<file path="config.mk">
export PLATFORM = sky130hd
export DESIGN_NAME = uart_word_assembler
export DESIGN_NICKNAME = d
export VERILOG_FILES = /design/src/rtl/uart_word_assembler.sv
export SDC_FILE = /design/constraint.sdc
export NUM_CORES = 1
export LEC_CHECK = 0
export ABC_AREA = 0
export BUFFER_PORTS_ARGS = -buffer_cell sky130_fd_sc_hd__buf_2
export CAP_MARGIN = 20
export CORE_MARGIN = 2
export CORE_UTILIZATION = 52
export DETAILED_ROUTE_END_ITERATION = 10
export PLACE_DENSITY_LB_ADDON = 0.12
export SLEW_MARGIN = 0
export SYNTH_ARGS = -nofsm -noshare
export SYNTH_HDL_FRONTEND = slang
export SYNTH_SLANG_ARGS = --single-unit
</file>
<file path="constraint.sdc">
create_clock -name clk -period 2.1 [get_ports clk]
set_input_delay 0 -clock clk [delete_from_list [all_inputs] [get_ports clk]]
set_output_delay 0 -clock clk [all_outputs]
set_load 0.005 [all_outputs]
</file>
<file path="src/rtl/uart_word_assembler.sv">
// Packs WORD_BYTES UART bytes into one word; word_valid rises the cycle after the final byte.
// One output word plus one held word of buffering; bytes arriving while a word is held are dropped (overflow).
module uart_word_assembler #(
   parameter int WORD_BYTES     = 8,
   parameter bit MSB_FIRST      = 1'b1,
   parameter int TIMEOUT_CYCLES = 100000
) (
   input  logic                                 clk,
   input  logic                                 rst_n,
   input  logic [7:0]                           in_data,
   input  logic                                 in_valid,
   output logic [8*WORD_BYTES-1:0]              word_data,
   output logic                                 word_valid,
   input  logic                                 word_ready,
   output logic [$clog2(WORD_BYTES+1)-1:0]      byte_count,
   output logic                                 overflow,
   output logic                                 frame_timeout,
   input  logic                                 clr_err
);
   localparam int W   = 8*WORD_BYTES;
   localparam int BCW = $clog2(WORD_BYTES+1);
   localparam int TCW = (TIMEOUT_CYCLES > 0) ? $clog2(TIMEOUT_CYCLES+1) : 1;
   localparam logic [BCW-1:0] LAST = BCW'(WORD_BYTES-1);
   localparam logic [BCW-1:0] FULL = BCW'(WORD_BYTES);
   localparam logic [TCW-1:0] TLIM = TCW'(TIMEOUT_CYCLES);

   typedef enum logic {COLLECT, HOLD} state_t;

   state_t         state, state_nxt;
   logic [W-1:0]   acc, acc_nxt, acc_shift;
   logic [TCW-1:0] tcnt, tcnt_nxt;
   logic [W-1:0]   wd_nxt;
   logic           wv_nxt, ov_nxt, ft_nxt;
   logic [BCW-1:0] bc_nxt;
   logic           slot_free, hs;

   assign acc_shift = MSB_FIRST ? {acc[W-9:0], in_data} : {in_data, acc[W-1:8]};
   assign hs        = word_valid && word_ready;
   assign slot_free = !word_valid || word_ready;

   always_comb begin
      state_nxt = state;
      acc_nxt   = acc;
      tcnt_nxt  = tcnt;
      wd_nxt    = word_data;
      wv_nxt    = word_valid;
      bc_nxt    = byte_count;
      ft_nxt    = 1'b0;
      ov_nxt    = clr_err ? 1'b0 : overflow;
      case (state)
         COLLECT: begin
            if (hs) wv_nxt = 1'b0;
            if (in_valid) begin
               tcnt_nxt = '0;
               if (byte_count == LAST) begin
                  if (slot_free) begin
                     wd_nxt  = acc_shift;
                     wv_nxt  = 1'b1;
                     acc_nxt = '0;
                     bc_nxt  = '0;
                  end else begin
                     acc_nxt   = acc_shift;
                     bc_nxt    = FULL;
                     state_nxt = HOLD;
                  end
               end else begin
                  acc_nxt = acc_shift;
                  bc_nxt  = byte_count + 1'b1;
               end
            end else if (byte_count != '0 && TIMEOUT_CYCLES != 0) begin
               // Stale partial word: drop it once the idle gap reaches the limit.
               if (tcnt == TLIM - 1'b1) begin
                  acc_nxt  = '0;
                  bc_nxt   = '0;
                  tcnt_nxt = '0;
                  ft_nxt   = 1'b1;
               end else begin
                  tcnt_nxt = tcnt + 1'b1;
               end
            end
         end
         HOLD: begin
            if (in_valid) ov_nxt = 1'b1;
            if (hs) begin
               wd_nxt    = acc;
               acc_nxt   = '0;
               bc_nxt    = '0;
               state_nxt = COLLECT;
            end
         end
      endcase
   end

   always_ff @(posedge clk or negedge rst_n) begin
      if (!rst_n) begin
         state         <= COLLECT;
         acc           <= '0;
         tcnt          <= '0;
         word_data     <= '0;
         word_valid    <= 1'b0;
         byte_count    <= '0;
         overflow      <= 1'b0;
         frame_timeout <= 1'b0;
      end else begin
         state         <= state_nxt;
         acc           <= acc_nxt;
         tcnt          <= tcnt_nxt;
         word_data     <= wd_nxt;
         word_valid    <= wv_nxt;
         byte_count    <= bc_nxt;
         overflow      <= ov_nxt;
         frame_timeout <= ft_nxt;
      end
   end
endmodule

</file>
Word-level counts from Yosys, hierarchy flattened
Cells that the tools add are included.
Operators by class
  add/sub/neg operators: 2
  equal/unequal tests: 8
  multiplexer cells: 38
  bitwise operators: 1
  reduce and logical (&&, ||, !) cells: 8
Operators with widths (number)
  64-bit two-way mux: 10
  64-bit one-hot mux with 2 select lines: 2
  17-bit two-way mux: 3
  4-bit two-way mux: 6
  17-bit by 1-bit adder with 17-bit output, second input constant: 1
  17-bit equality test, second input constant: 1
  1-bit two-way mux: 15
  4-bit one-hot mux with 2 select lines: 1
  2-bit inequality test, second input constant: 3
  3-bit inequality test, second input constant: 2
  4-bit by 1-bit adder with 4-bit output, second input constant: 1
  4-bit by 3-bit equality test with 1-bit output, second input constant: 1
  4-bit AND reduction: 1
  4-bit nonzero test: 1
  3-bit AND reduction: 1
  2-bit by 1-bit inequality test with 1-bit output, second input constant: 1
  1-bit one-hot mux with 2 select lines: 1
  2-bit AND reduction: 1
  2-bit nonzero test: 1
  1-bit logical AND: 1
  1-bit zero test: 1
  1-bit logical OR: 1
  1-bit inverter: 1
Word-level totals
  bits in registers: 153
  output and inout bits: 71

Depth between registers and ports, before layout
Gate-level depths: netlist of the first run.
  depth in word-level cells: 6
  mapped depth: 9
  gate-level depth less buffers: 7

Worst setup path after synthesis of the first run
Ideal clock, no wire load.
  path kind: register to register
  start: register byte_count[0]
  end: register tcnt[6]
  library setup time: 87 ps
  data arrival time: 2184 ps
  path slack: -170 ps
  stages on the path, launching flop included: 10
  path buffers: 2
  path through: dfrtp_1 inv_1 ha_1 nor3b_1 or3_1 clkbuf_1 or2_2 clkbuf_1 or4_1 o211ai_1
Between the ends
  longest elaborated chain between the ends: 3
Ends and longest elaborated chain
  start, declared: line 15  | output logic [$clog2(WORD_BYTES+1)-1:0] byte_count,
  start signal, assigned: line 110  | byte_count <= bc_nxt;
  4-bit nonzero test: line 70  | end else if (byte_count != '0 && TIMEOUT_CYCLES != 0) begin
  2-bit nonzero test (no line)
  2-bit AND reduction (no line)
  end signal, assigned: line 107  | tcnt <= tcnt_nxt;
  end, declared: line 31  | logic [TCW-1:0] tcnt, tcnt_nxt;
Every way passes these cells.
A chain may end at the register's enable or synchronous reset.

Worst setup path after layout of the first run
  start: register tcnt[12]
  end: register acc[6]
Between the ends
  longest elaborated chain between the ends: 3
Ends and longest elaborated chain
  17-bit equality test: line 72  | if (tcnt == TLIM - 1'b1) begin
  3-bit inequality test (no line)
  3-bit AND reduction (no line)
  end signal, assigned: line 106  | acc <= acc_nxt;
  end, declared: line 30  | logic [W-1:0] acc, acc_nxt, acc_shift;
Every way passes these cells.

==> results of run 1 <==
-- metal layers --
| metal | vias to the layer above | global-route usage (%) |
|---|---|---|
| li1 | 2314 | - |
| met1 | 2415 | 32.6 |
| met2 | 109 | 36.9 |
| met3 | 12 | 5.65 |
| met4 | 0 | 6.18 |
| met5 | - | 0 |
-- flip-flops by register name, summed over array words and instances (netlist names) --
signal / cells
overflow: 1
word_data: 64
acc: 64
byte_count: 4
state: 1
word_valid: 1
frame_timeout: 1
tcnt: 17
-- report_power, final --
group	switching, mW	total (mW)	internal (mW)
clock network	1.22	3.04	1.82
logic	1.78	3.58	1.79
registers	0.978	5.00	4.02
-- stage by stage --
step                      std cells  hold slack (ns)  area, um^2
final                           866           0.0740        8100
after global routing            866            0.101        8100
after CTS                       862           0.0509        8040
after detailed placement        817          0.00744        7310
after global placement          817          0.00545        7310
after floorplan                 576           -0.296        6520
-- cell usage in the layout (no fill, tap or decap), types with 8 or more instances in the layout --
cell,n
dfrtp_1,152
a31oi_1,8
mux2i_1,64
nand2_1,81
clkbuf_16,18
dlygate4sd3_1,13
o21ai_0,77
nor2_1,9
buf_4,25
a22o_1,68
a21oi_1,11
inv_1,8
buf_2,82
-- cells by family (layout without fill, tap and decap cells) --
logic type / count (synthesis) / after routing / share of synthesized area, %
AOI/OAI and AO/OA: 178 / 178 / 18.3
adders and majority gates: 3 / 3 / 0.580
buffers and inverters: 48 / 170 / 2.84
DFF: 153 / 153 / 59.1
muxes: 64 / 64 / 9.90
and+or+nand+nor: 130 / 130 / 9.22
-- synthesized netlist by cell type, types with 2 or more instances --
master | number | area share (%)
nand4_1 | 3 | 0.29
nand2_1 | 82 | 4.8
nor3_1 | 8 | 0.62
nand3_1 | 7 | 0.54
inv_1 | 8 | 0.46
buf_1 | 9 | 0.52
a31oi_1 | 8 | 0.77
nor2_1 | 9 | 0.52
buf_2 | 3 | 0.23
o21ai_0 | 78 | 6.0
a21oi_1 | 12 | 0.93
clkbuf_1 | 28 | 1.6
a21o_1 | 4 | 0.46
nor2b_1 | 2 | 0.19
a22o_1 | 68 | 9.2
dfrtp_1 | 153 | 59
o31ai_1 | 3 | 0.35
or2_2 | 2 | 0.19
nand2b_1 | 3 | 0.29
a211oi_1 | 2 | 0.23
mux2i_1 | 64 | 9.9
or3_1 | 4 | 0.39
ha_1 | 3 | 0.58
-- area by class of cell --
cell class / count / area, um^2
fillers: 947 / 3960
flip-flops and latches: 153 / 3830
multi-input cells: 375 / 2520
repair buffers: 130 / 916
clock buffers: 19 / 453
well taps: 168 / 210
clock inverters: 13 / 145
inverters: 8 / 30.0
-- final timing paths --
check / startpoint / to / slack [ns] / cells past startpoint
max: tcnt[12] / acc[6] / 0.05 / 6
min: in_valid / byte_count[0] / 0.07 / 3
max reg2reg: tcnt[12] / acc[6] / 0.05 / 6
min reg2reg: word_data[36] / word_data[36] / 0.47 / 2
max in group asynchronous: rst_n / word_data[17] / 1.23 / 3
min in group asynchronous: rst_n / tcnt[9] / 0.12 / 2
-- tightest hold or removal path: stages --
cell and delay (ns):
buf_2 0.14, nand2b_1 0.21, o31ai_1 0.10
-- timing repair --
action / CTS / global route
hold buffers: 13 / 0
resized for setup: 0 / 3
setup buffers: 0 / 3
endpoints found under the setup margin: 0 / 52
hold endpoints to repair: 124 / 0
==> impl_metrics.yaml, run 1 <==
outcome:
  status: "completed"
clocking:
  clk-insertion-delay-late_ns: 0.42
  cts_buffer_depth: 2
  cts_made_buffers: 17
  cts_tree: "built"
  cts.sinks: 153
  htree_num_levels: 4
  clk_pin_slew_ns: 0.06
  cts_root_buf: "clkbuf_16"
floorplan:
  ioPinCount: 84
  fp.dieW_um: 116
  die_h_um: 116
  core_um2: 12100
  num_rows: 40
  start_util_pct: 53.7
  floorplan.die_area_um2: 13400
power:
  power_leakage_nw: 3.76
  total_power_mw: 11.6
  irDropWorstVdd_mv: 0.958
  p_per_area_nw_per_um2: 1430
global_route:
  grt_pass1_wl_um: 24100
  grt_pass1_vias: 4776
  grt_max_degree: 71
  antenna_found_initial: 0
  grt_use_total_pct: 23.3
  grt_overflow: 0
critical_path:
  crit_chain: "or4b_4 > nor4_4 > buf_4 > a21oi_4 > buf_12 > a22o_1"
  cp.required_ns: 2.40
  cp_slowest_stage_delay_ns: 0.53
  critical_path_class: "reg -> reg"
  path_max_fanout: 18
  worstSetupStartpointType: "flop"
  arrival_ns: 2.36
  cp_slowest_cell: "or4b_4"
  crit_family: "simple AND/OR/NAND/NOR gates"
  critPathCaptureType: "flop"
  worst-path-buf-inv: 2
drt:
  dr_wl_met3_um: 549
  met1_length_um: 6760
  drt_iter0_markers: 333
  wl_per_cell_um: 16.9
  antenna_left: 0
  vias_per_cell: 5.60
  drtPass1Iterations: 7
  post-route-drc-count: 0
  via_count: 4850
  wirelength_um: 14600
  met2_length_um: 7210
  highest-signal-layer: "met4"
logic_synthesis:
  synth.distinct_cells: 36
  avgSynthCellArea_um2: 11.2
  synthFlopType: "dfrtp_1"
  ys_ff_latch: 153
  syn_area_um2: 6470
  yosysWarnings: 0
  syn_inst: 576
  postSynth.asyncResetShare_pct: 100
  syn-num-nets: 592
  yosysSeqAreaShare_pct: 59.1
  synth-edff-count: 0
timing:
  tightest_slew_ns: 0.644
  fmax_mhz: 487
  fin_setup_tns_ns: 0
  setup_slack_ns: 0.0452
  setup-violations-final: 0
  slew_headroom_pct: 57.1
  clock_skew_ns: 0.00745
  rsz0062_at_grt: "yes"
  slew_viol_final: 0
  hold_viol_final: 0
  period_needed_ns: 2.05
  period_share_pct: 97.8
final_layout:
  nets: 701
  antenna_cells: 0
  drive_gt1_share_pct: 23.1
  area_delta_synth_final_pct: 25.2
  final_util_pct: 67.2
placed_design:
  hpwl_um: 9570
  portBuffers: 83
  dp_slack_ns: 0.0457
  finalWeightedCongestion: 0.822
job:
  drv_cap: 0
min_path:
  hp-class: "in -> reg"
(Power assumes the default switching activity.)
==> inputs of run 2 (changes only) <==
CORE_ASPECT_RATIO = 0.7   (was unset)
CTS_CLUSTER_DIAMETER = 40   (was unset)
==> run 2 against run 1 <==
  * Flip-flop and latch count is the same
  * Fmax grew 0.55%
  * Design area shrank 0.28%
  * Non-clock buffer count shrank 5
  * Critical path depth is the same
==> impl_metrics.yaml, run 2 (synthesis gave the netlist of run 1 again) <==
final_layout:
  reg_top3: "acc: 64 flops, word_data: 64 flops, tcnt: 17 flops"
  fin_area_um2: 8080
  antenna_cells: 0
  mostFrequentLayoutCell: "dfrtp_1"
  layoutNonFillerInstCount: 854
  drive_gt1_share_pct: 22.5
  final_cell_mix: "152 x dfrtp_1, 82 x buf_2, 81 x nand2_1"
  area_delta_synth_final_pct: 24.8
  nets: 696
job:
  drv_cap: 0
timing:
  fmax_mhz: 489
  period_share_pct: 97.3
  setup_slack_ns: 0.0564
  rsz0062_at_grt: "yes"
  slew_headroom_pct: 34.9
  tightest_slew_ns: 0.977
  period_needed_ns: 2.04
  slew_viol_final: 0
  clock_skew_ns: 0.00809
  setup-violations-final: 0
  hold_viol_final: 0
critical_path:
  cp_slowest_stage_delay_ns: 0.57
  critical_path_class: "reg -> reg"
  critPathCaptureType: "flop"
  cp_common_cell: "buf_4"
  worstSetupStartpointType: "flop"
  crit_chain: "or4b_4 > nor4_4 > buf_4 > a21oi_4 > buf_4 > a22o_1"
  cp_slowest_cell: "or4b_4"
  arrival_ns: 2.34
  cp.required_ns: 2.39
  path_max_fanout: 15
drt:
  wirelength_um: 14900
  wl_per_cell_um: 17.4
  antenna_left: 0
  drtPass1Iterations: 5
  drt_iter0_markers: 372
  vias_per_cell: 5.62
  via_count: 4802
  post-route-drc-count: 0
clocking:
  cts_made_buffers: 17
  cts_tree: "built"
  clk-insertion-delay-late_ns: 0.41
  htree_num_levels: 4
  cts.sinks: 153
  cts_buffer_depth: 2
  clk_pin_slew_ns: 0.06
  cts_root_buf: "clkbuf_16"
floorplan:
  fp.dieW_um: 137
  core_um2: 12300
  die_h_um: 97.4
  ioPinCount: 84
  floorplan.die_area_um2: 13400
  start_util_pct: 52.7
  num_rows: 34
power:
  irDropWorstVdd_mv: 0.741
  power_leakage_nw: 3.76
  p_per_area_nw_per_um2: 1450
placed_design:
  finalWeightedCongestion: 0.838
  dp_slack_ns: 0.0777
  dpl_cell_area_um2: 7260
  hpwl_um: 9260
  portBuffers: 83
  dp.cells: 807
global_route:
  grt_max_degree: 72
  grt_overflow: 0
  grt_pass1_wl_um: 24300
  grt_use_total_pct: 23.3
  grt_pass1_vias: 4604
  antenna_found_initial: 0
outcome:
  status: "completed"
min_path:
  hp-class: "in -> async"
[run 2: changes by cell type in the layout (fill, tap and decap cells not counted), sizes merged]
cell and delta:
buf -5, clkbuf +3, inv -1, bufinv +1, clkinvlp -4
[run 2: power breakdown]
part	switching [mW]	total (mW)	internal, mW
combinational	1.79	3.54	1.75
sequential	0.966	4.99	4.02
clock	1.19	3.16	1.97
total	3.95	11.7	7.74
[run 2: layer usage]
metal  up-vias  wire [um]  global-route usage (%)
li1       2304          -                       -
met1      2367       7380                    36.2
met2       124       6700                    33.2
met3         7        718                    5.32
met4         0         67                    5.47
met5         -          0                       0
[run 2: worst max-delay path: cells and delay by family, from the launching register on]
family / cells / cell delay (ns)
DFF: 1 / 0.40
buffers and inverters: 2 / 0.37
and+or+nand+nor: 2 / 0.90
AOI/OAI and AO/OA: 2 / 0.26
[run 2: final timing paths]
check,depth (start not counted),to,start,slack (ns)
setup / recovery,6,acc[46],tcnt[5],0.06
hold / removal,2,tcnt[9],rst_n,0.14
setup reg to reg,6,acc[46],tcnt[5],0.06
hold reg to reg,2,word_data[0],word_data[0],0.47
max in group asynchronous,3,acc[32],rst_n,1.24
min in group clk,3,overflow,clr_err,0.31
[run 2: final cells by class]
class / count / area, um^2
fill: 994 / 4210
clock inverter: 9 / 140
inverter: 8 / 30.0
clock buffer: 22 / 474
multi-input combinational: 375 / 2530
sequential: 153 / 3830
timing repair buffer: 125 / 873
tap: 162 / 203
[run 2: per-stage QoR]
step | hold slack [ns] | total power, mW | TNS [ns] | util [%]
floorplan | -0.296 | 7.04 | -0.312 | -
global placement | 0.0308 | 8.36 | 0 | 59.1
detailed placement | 0.0433 | 8.50 | 0 | 59.1
CTS | 0.176 | 11.7 | 0 | 65.1
global route | 0.203 | 12.5 | -0.0463 | 65.7
finish | 0.139 | 11.7 | 0 | 65.7
[run 2: timing repair]
action                     in CTS  in global routing
setup endpoints to repair       0                  7
hold endpoints to repair       80                  0
setup buffers                   0                  3
gates resized for setup         0                  7
hold buffers                   13                  0
==> inputs of run 3 (changes only) <==
--- a/config.mk
+++ b/config.mk
@@ -14,4 +14,5 @@
 export CTS_CLUSTER_DIAMETER = 40
 export DETAILED_ROUTE_END_ITERATION = 10
+export GPL_TIMING_DRIVEN = 0
 export PLACE_DENSITY_LB_ADDON = 0.12
 export SLEW_MARGIN = 0
==> constraint.sdc (replaced) <==
create_clock -name clk -period 2.1 [get_ports clk]
set_input_delay 0.42 -clock clk [delete_from_list [all_inputs] [get_ports clk]]
set_output_delay 0.42 -clock clk [all_outputs]
set_load 0.005 [all_outputs]
==> run 3 against run 2 <==
  * The flow now finishes with violations (hold timing)
  * Global-route usage up 1.5 points
  * Worst hold slack got worse by 0.14 ns
  * Clock skew rose by 0.0033 ns
  * Wire length rose by 4.7%
  * Clock power is 8.2% lower
  * Largest cell class unchanged
==> impl_metrics.yaml, run 3 (synthesis gave the netlist of run 1 again) <==
outcome:
  status: "complete, but fails checks"
  violations: "hold timing"
floorplan:
  num_rows: 34
  ioPinCount: 84
  floorplan.die_area_um2: 13400
  die_h_um: 97.4
  start_util_pct: 52.7
  fp.dieW_um: 137
  core_um2: 12300
drt:
  post-route-drc-count: 0
  via_count: 4881
  vias_per_cell: 5.66
  drt_iter0_markers: 334
  wirelength_um: 15600
  antenna_left: 0
  drtPass1Iterations: 5
  wl_per_cell_um: 18.0
job:
  drv_cap: 0
timing:
  setup-violations-final: 0
  period_share_pct: 98.2
  setup_slack_ns: 0.0375
  clock_skew_ns: 0.0113
  tightest_slew_ns: 0.849
  whs_ns: -0.000135
  fmax_mhz: 485
  hold_viol_final: 1
  slew_headroom_pct: 43.4
  period_needed_ns: 2.06
  rsz0062_at_grt: "yes"
  slew_viol_final: 0
  fin_setup_tns_ns: 0
power:
  clkPwrFrac_pct: 25.3
  switching_share_pct: 35.9
  p_per_area_nw_per_um2: 1450
  combPwrFrac_pct: 31.2
  seqPwrFrac_pct: 43.5
  power_leakage_nw: 3.69
  total_power_mw: 11.5
  intPower_mw: 7.36
  netSwitchingPower_mw: 4.11
  irDropWorstVdd_mv: 0.665
critical_path:
  arrival_ns: 2.40
  crit_cells: 7
  critPathCaptureType: "flop"
  reg2reg_from: "byte_count[0]"
  worstSetupStartpointType: "flop"
  crit_end: "tcnt[6]"
  cp_slowest_stage_delay_ns: 0.42
  cp_slowest_cell: "or4_4"
  r2r_end: "tcnt[6]"
  reg2regPathDepth: 7
  critical_path_class: "reg -> reg"
  crit_start: "byte_count[0]"
  r2r_setup_slack_ns: 0.04
  path_max_fanout: 6
  cp.required_ns: 2.43
  crit_chain: "inv_1 > ha_2 > nor3b_4 > or3_4 > or2_4 > or4_4 > o211ai_1"
  crit_family: "simple AND/OR/NAND/NOR gates"
  worst-path-buf-inv: 1
clocking:
  clk-insertion-delay-late_ns: 0.43
  cts_root_buf: "clkbuf_16"
  cts_tree: "built"
  cts.sinks: 153
  htree_num_levels: 4
  cts_made_buffers: 17
  cts_buffer_depth: 2
  hold_buffers: 0
  clk_pin_slew_ns: 0.06
global_route:
  antenna_found_initial: 0
  grt_pass1_wl_um: 25400
  grt_max_degree: 84
  grt_use_total_pct: 24.8
  grt_pass1_vias: 4935
  grt_overflow: 0
final_layout:
  mostFrequentLayoutCell: "dfrtp_1"
  nets: 704
  area_delta_synth_final_pct: 22.0
  reg_top3: "acc: 64 flops, word_data: 64 flops, tcnt: 17 flops"
  antenna_cells: 0
  layoutNonFillerInstCount: 863
  final_cell_mix: "151 x dfrtp_1, 93 x buf_2, 82 x nand2_1"
  drive_gt1_share_pct: 24.8
placed_design:
  dp.cells: 822
  hpwl_um: 10400
  finalWeightedCongestion: 0.817
  dp_slack_ns: -0.516
  portBuffers: 83
min_path:
  hp-class: "in -> async"
run 3: cell count changes in the layout (fill, tap and decap cells not counted), sizes merged:
cell / delta
clkbuf: +14
dlygate4sd3: -13
inv: +5
buf: +4
bufinv: -3
clkinvlp: +3
clkinv: -1
run 3: stage by stage:
step           instance area (um^2)  util, %
6_report                       7900     64.2
5_1_grt                        7900     64.2
4_1_cts                        7850     63.8
3_5_place_dp                   7170     58.3
3_3_place_gp                   7140     58.1
2_1_floorplan                  6520        -
run 3: cell type report:
type	count	area, um^2
fillers	988	4400
flip-flops and latches	153	3830
multi-input cells	375	2520
repair buffers	95	536
clock buffers	19	453
plain buffers	38	220
well taps	162	203
clock inverters	13	109
inverters	8	30.0
run 3: metal layers:
layer / GRT usage, % / part of all wire, % / routed length [um] / vias to the layer above
li1: - / - / - / 2317
met1: 38.5 / 49 / 7630 / 2446
met2: 35.6 / 45 / 7040 / 103
met3: 5.22 / 4.6 / 712 / 15
met4: 6.58 / 1.1 / 172 / 0
met5: 0 / 0 / 0 / -
run 3: power by group through the flow:
| stage | combinational (mW) | clock, mW | sequential [mW] |
|---|---|---|---|
| after floorplan | 2.23 | 0 | 4.81 |
| after global placement | 3.36 | 0 | 4.96 |
| after detailed placement | 3.45 | 0 | 5.03 |
| after CTS | 3.60 | 2.94 | 4.98 |
| after global routing | 3.99 | 3.08 | 5.15 |
| final | 3.58 | 2.90 | 4.99 |
run 3: repair_timing:
item                       in CTS  in global routing
pin swaps                       3                  3
buffers inserted               10                  1
gates resized for setup        24                 43
setup endpoints to repair     150                121
run 3: worst min path at each step:
| stage | end | slack, ns | cells past startpoint |
|---|---|---|---|
| after floorplan | acc[0] | 0.12 | 0 |
| after global placement | word_data[52] | 0.46 | 2 |
| after detailed placement | tcnt[16] | 0.47 | 1 |
| after CTS | tcnt[16] | 0.03 | 1 |
| after global routing | tcnt[16] | 0.06 | 1 |
| final | tcnt[16] | -0.0001 | 1 |
